===== src/rtl/conv_pkg.sv =====
// Shared defaults and state encoding for the convolution writeback stage.
package conv_pkg;

  localparam int unsigned ACC_W_DEF  = 20;
  localparam int unsigned OUT_W_DEF  = 8;
  localparam int unsigned ADDR_W_DEF = 10;

  typedef enum logic [1:0] {
    ST_IDLE  = 2'd0,
    ST_RUN   = 2'd1,
    ST_DRAIN = 2'd2,
    ST_DONE  = 2'd3
  } wb_state_e;

endpackage


===== src/rtl/sat_shift.sv =====
// Arithmetic right shift of a MAC result followed by clamping to the pixel range.
// Defining CONV_WB_RELU_EN clamps negative results to zero instead of the signed minimum.
module sat_shift
  import conv_pkg::*;
#(
  parameter int unsigned ACC_W = ACC_W_DEF,
  parameter int unsigned OUT_W = OUT_W_DEF
) (
  input  logic [ACC_W-1:0] data_i,
  input  logic [3:0]       shift_i,
  output logic [OUT_W-1:0] data_o
);

  localparam logic signed [ACC_W-1:0] MAX_V = ACC_W'((1 << (OUT_W - 1)) - 1);
  // Bitwise complement of the maximum is the two's-complement minimum.
  localparam logic signed [ACC_W-1:0] MIN_V = ~MAX_V;

  logic signed [ACC_W-1:0] shifted;

  always_comb begin
    shifted = $signed(data_i) >>> shift_i;
    data_o  = OUT_W'(shifted);
    if (shifted > MAX_V) begin
      data_o = OUT_W'(MAX_V);
`ifdef CONV_WB_RELU_EN
    end else if (shifted[ACC_W-1]) begin
      data_o = '0;
`else
    end else if (shifted < MIN_V) begin
      data_o = OUT_W'(MIN_V);
`endif
    end
  end

endmodule


===== src/rtl/conv_writeback.sv =====
// Writes a job of shifted/saturated MAC results to consecutive output-memory addresses.
// Optional ReLU clamping is selected by CONV_WB_RELU_EN inside sat_shift.
module conv_writeback
  import conv_pkg::*;
#(
  parameter int unsigned ACC_W  = ACC_W_DEF,
  parameter int unsigned OUT_W  = OUT_W_DEF,
  parameter int unsigned ADDR_W = ADDR_W_DEF
) (
  input  logic              clk,
  input  logic              reset,
  input  logic              start,
  input  logic [ADDR_W-1:0] base_addr,
  input  logic [ADDR_W-1:0] count,
  input  logic [3:0]        shift,
  input  logic              in_valid,
  input  logic [ACC_W-1:0]  in_data,
  output logic              in_ready,
  output logic              mem_wen,
  output logic [ADDR_W-1:0] mem_addr,
  output logic [OUT_W-1:0]  mem_wdata,
  output logic              busy,
  output logic              done
);

  wb_state_e         state_q;
  logic [ADDR_W-1:0] addr_q, addr_d;
  logic [ADDR_W-1:0] cnt_q, cnt_d;
  logic [3:0]        shift_q;
  logic              in_ready_q, wen_q, busy_q, done_q;
  logic [ADDR_W-1:0] maddr_q;
  logic [OUT_W-1:0]  wdata_q;
  logic [OUT_W-1:0]  sat_data;
  logic              xfer;

  sat_shift #(.ACC_W(ACC_W), .OUT_W(OUT_W)) u_sat (
    .data_i  (in_data),
    .shift_i (shift_q),
    .data_o  (sat_data)
  );

  // in_ready_q is only ever high in RUN, so it alone qualifies a transfer.
  always_comb begin
    xfer   = in_valid && in_ready_q;
    addr_d = addr_q + ADDR_W'(1);
    cnt_d  = cnt_q - ADDR_W'(1);
  end

  always_ff @(posedge clk) begin
    if (reset) begin
      state_q    <= ST_IDLE;
      addr_q     <= '0;
      cnt_q      <= '0;
      shift_q    <= '0;
      in_ready_q <= 1'b0;
      wen_q      <= 1'b0;
      busy_q     <= 1'b0;
      done_q     <= 1'b0;
      maddr_q    <= '0;
      wdata_q    <= '0;
    end else begin
      wen_q  <= 1'b0;
      done_q <= 1'b0;
      if (xfer) begin
        wen_q   <= 1'b1;
        maddr_q <= addr_q;
        wdata_q <= sat_data;
      end
      case (state_q)
        ST_IDLE: begin
          if (start) begin
            addr_q  <= base_addr;
            cnt_q   <= count;
            shift_q <= shift;
            if (count != '0) begin
              state_q    <= ST_RUN;
              in_ready_q <= 1'b1;
              busy_q     <= 1'b1;
            end else begin
              state_q <= ST_DONE;
              done_q  <= 1'b1;
            end
          end
        end
        ST_RUN: begin
          if (xfer) begin
            addr_q <= addr_d;
            cnt_q  <= cnt_d;
            if (cnt_q == ADDR_W'(1)) begin
              state_q    <= ST_DRAIN;
              in_ready_q <= 1'b0;
            end
          end
        end
        ST_DRAIN: begin
          state_q <= ST_DONE;
          busy_q  <= 1'b0;
          done_q  <= 1'b1;
        end
        ST_DONE: state_q <= ST_IDLE;
        default: state_q <= ST_IDLE;
      endcase
    end
  end

  assign in_ready  = in_ready_q;
  assign mem_wen   = wen_q;
  assign mem_addr  = maddr_q;
  assign mem_wdata = wdata_q;
  assign busy      = busy_q;
  assign done      = done_q;

endmodule

===== config.mk =====
export PLATFORM = sky130hd
export DESIGN_NAME = conv_writeback
export DESIGN_NICKNAME = d
export VERILOG_FILES = /design/src/rtl/conv_pkg.sv /design/src/rtl/sat_shift.sv /design/src/rtl/conv_writeback.sv
export SDC_FILE = /design/constraint.sdc
export NUM_CORES = 1
export LEC_CHECK = 0
export CORE_MARGIN = 1.5
export CORE_UTILIZATION = 53
export CTS_BUF_LIST = sky130_fd_sc_hd__clkbuf_2
export DETAILED_ROUTE_END_ITERATION = 7
export PLACE_DENSITY = 0.83
export SLEW_MARGIN = 10
export SYNTH_ARGS = -nofsm -noshare
export SYNTH_HDL_FRONTEND = slang
export SYNTH_SLANG_ARGS = --single-unit

===== constraint.sdc =====
create_clock -name clk -period 2.73 [get_ports clk]
set_input_delay 0.819 -clock clk [delete_from_list [all_inputs] [get_ports clk]]
set_output_delay 0.819 -clock clk [all_outputs]
set_load 0.1 [all_outputs]

==> results_dict.tcl <==
set metrics [dict create \
    drt_wl_total_um 8440 \
    fin_util 0.700 \
    cts-buffers-inserted 5 \
    n_antenna_cell 0 \
    synthCells 402 \
    synth_largest_area_cell "dfxtp_1" \
    antenna_found_initial 0 \
    dieHeight_um 81.6 \
    areaGrowthSynthToFinish_pct 27.3 \
    design.core.area_sq_um 5960 \
    cts_resized 0 \
    min_from "mem_addr[0]" \
    drive_gt1_frac 0.173 \
    fmax_mhz 384 \
    hold_class "reg2reg" \
    fin_total_pwr_w 0.00379 \
    leakage_nw 1.56 \
    grt.total_usage 0.272 \
    synth_ff_type "dfxtp_1" \
    relSlewSlack 0.550 \
    yosysSeqAreaShare 0.294 \
    r2r_start "shift_q[1]" \
    num_rows 28 \
    cts_tree "yes" \
    wl_per_cell_um 15.2 \
    fin_ws_ns 0.126 \
    rsz0062_at_grt "false" \
    htree_levels 2 \
    power_frac_seq 0.295 \
    initial_core_util 0.550 \
    cts_root_buffer "clkbuf_2" \
    drv_slew 0 \
    power_switching_w 0.00186 \
    fin_nets 533 \
    timing.hold.ws_ns 0.477 \
    grt_pass1_vias 3063 \
    cp.arrival_ns 2.97 \
    ys_top_cells_by_area "dfxtp_1, mux4_2, nand2_1, mux2i_1, a211oi_1" \
    intPower_w 0.00193 \
    clk_pin_slew_worst_paths_ns 0.27 \
    ys_types 52 \
    outcome "finished clean" \
    synth_warnings 0 \
    clk_latency_ns 0.46 \
    comb_power_share 0.599 \
    synth_area_per_cell_sq_um 8.14 \
    startpoint "in_data[18]" \
    clkPwrFrac 0.105 \
    vias 3309 \
    postCtsSetupBuffers 0 \
    pin_count 70 \
    synthArstFlopShare 0 \
    power_per_cell_area_nw_per_um2 908 \
    cts.path.max_buffers 2 \
    cts.sink_count 48 \
    vias_per_cell 5.96 \
    grt_first_pass_wirelength_um 14200 \
    skew_ns 0.0315 \
    startpoint_type "primary input" \
    synth_commonest_cells "nand2_1, dfxtp_1, nor2_1, a21oi_1, a211oi_1" \
    die_w_um 81.6 \
    cp_max_fo 6 \
    synth_edf_count 0 \
    yosysMostFrequentCell "nand2_1" \
    grt_max_degree 35 \
    cts_hold_buf 0 \
    worstMarginPinSlew_ns 0.674 \
    yosysTopAreaCellShare 0.294 \
    ir_worst_vdd_uv 776 \
    finalSetupTns_ns 0 \
    syn_nets 456 \
    min_period_over_period 0.954 \
    finalHoldViolCount 0 \
    detailed_place_hpwl_um 6370 \
    pre_cts_ws_ns -0.320 \
    place.gp.congestion 0.882 \
    worstPathRequired_ns 3.10 \
    dieArea_sq_um 6660 \
    synth-seq-cells 48 \
    drc 0 \
    finalSetupViolCount 0 \
    drt_pass1_iterations 4 \
    critPathKind "in2reg" \
    numPortBuffers 69 \
    drv_cap 0 \
    ant_nets 0 \
    end_kind "register" \
    min_period_ns 2.60 \
    syn_area_sq_um 3270 \
    drt_iter0_markers 154 \
    grt_overflow 0 \
    p_sw_frac 0.490 \
]
==> stage by stage <==
stage                     instance area (sq um)  cells
after global routing                       4170    555
after global placement                     4100    547
after CTS                                  4170    555
after detailed placement                   4100    547
after floorplan                            3270    402
final                                      4170    555
==> routing by layer <==
layer / vias up / global-route usage / share of wire
li1: 1645 / - / -
met1: 1572 / 0.360 / 0.45
met2: 81 / 0.465 / 0.49
met3: 11 / 0.0367 / 0.040
met4: 0 / 0.0746 / 0.015
met5: - / 0 / 0
==> critical path, stage by stage <==
cell and delay (ns):
clkdlybuf4s50_1 0.51, nor3b_1 0.25, o21ai_0 0.17, a2111oi_0 0.53, a41o_1 0.34, nand3_1 0.11, a211oi_1 0.24
==> final timing paths <==
kind,slack (ns),cells after the start,to
setup / recovery,0.13,7,mem_wdata[1]
hold reg to reg,0.48,2,mem_addr[0]
setup reg to reg,0.17,6,mem_wdata[3]
hold / removal,0.48,2,mem_addr[0]
==> layout make-up <==
type                       count  area (sq um)
tap                           75          93.8
clock inverter                 3          42.5
sequential                    48           961
timing repair buffer         100           876
inverter                       9          33.8
multi-input combinational    315          2140
fill                         490          1790
clock buffer                   5          25.0
==> power by group through the flow <==
| stage | Sequential, W | Clock, W | Combinational, W |
|---|---|---|---|
| floorplan | 0.00142 | 0 | 0.00136 |
| global placement | 0.00112 | 0 | 0.00221 |
| detailed placement | 0.00113 | 0 | 0.00226 |
| CTS | 0.00111 | 0.000394 | 0.00227 |
| global route | 0.00115 | 0.000427 | 0.00251 |
| finish | 0.00112 | 0.000398 | 0.00227 |
==> placed cells by master (no fill, tap or decap), types with 2 or more instances in the layout <==
master / n
nand2_1: 65
buf_4: 52
dfxtp_1: 48
clkdlybuf4s50_1: 46
nor2_1: 35
a21oi_1: 32
o21ai_0: 21
a211oi_1: 21
mux2i_1: 21
nand3_1: 20
mux4_2: 11
nor2b_1: 8
inv_1: 7
nor3_1: 7
ha_1: 6
a21o_1: 5
o32ai_1: 5
clkbuf_2: 5
or4_1: 4
o31ai_1: 4
a22oi_1: 4
mux2_2: 4
mux4_1: 4
nand2b_1: 4
nor3b_1: 3
or3_1: 3
a31oi_1: 3
or2_2: 2
nand4b_1: 2
o211ai_1: 2
a311oi_1: 2
==> cells by family after synthesis <==
logic type | share of synthesized area
flip-flops | 0.294
multiplexers | 0.186
AO/OA/AOI/OAI | 0.227
buffers and inverters | 0.0554
AND/OR/NAND/NOR | 0.216
adder cells (fa/ha/maj) | 0.0229
==> state kept, by name, summed over array words and instances, names as in the netlist <==
name / count
done: 1
shift_q: 4
busy: 1
in_ready: 1
mem_wdata: 8
cnt_q: 10
mem_wen: 1
state_q: 2
mem_addr: 10
addr_q: 10
Power figures use the tool's default switching activity.
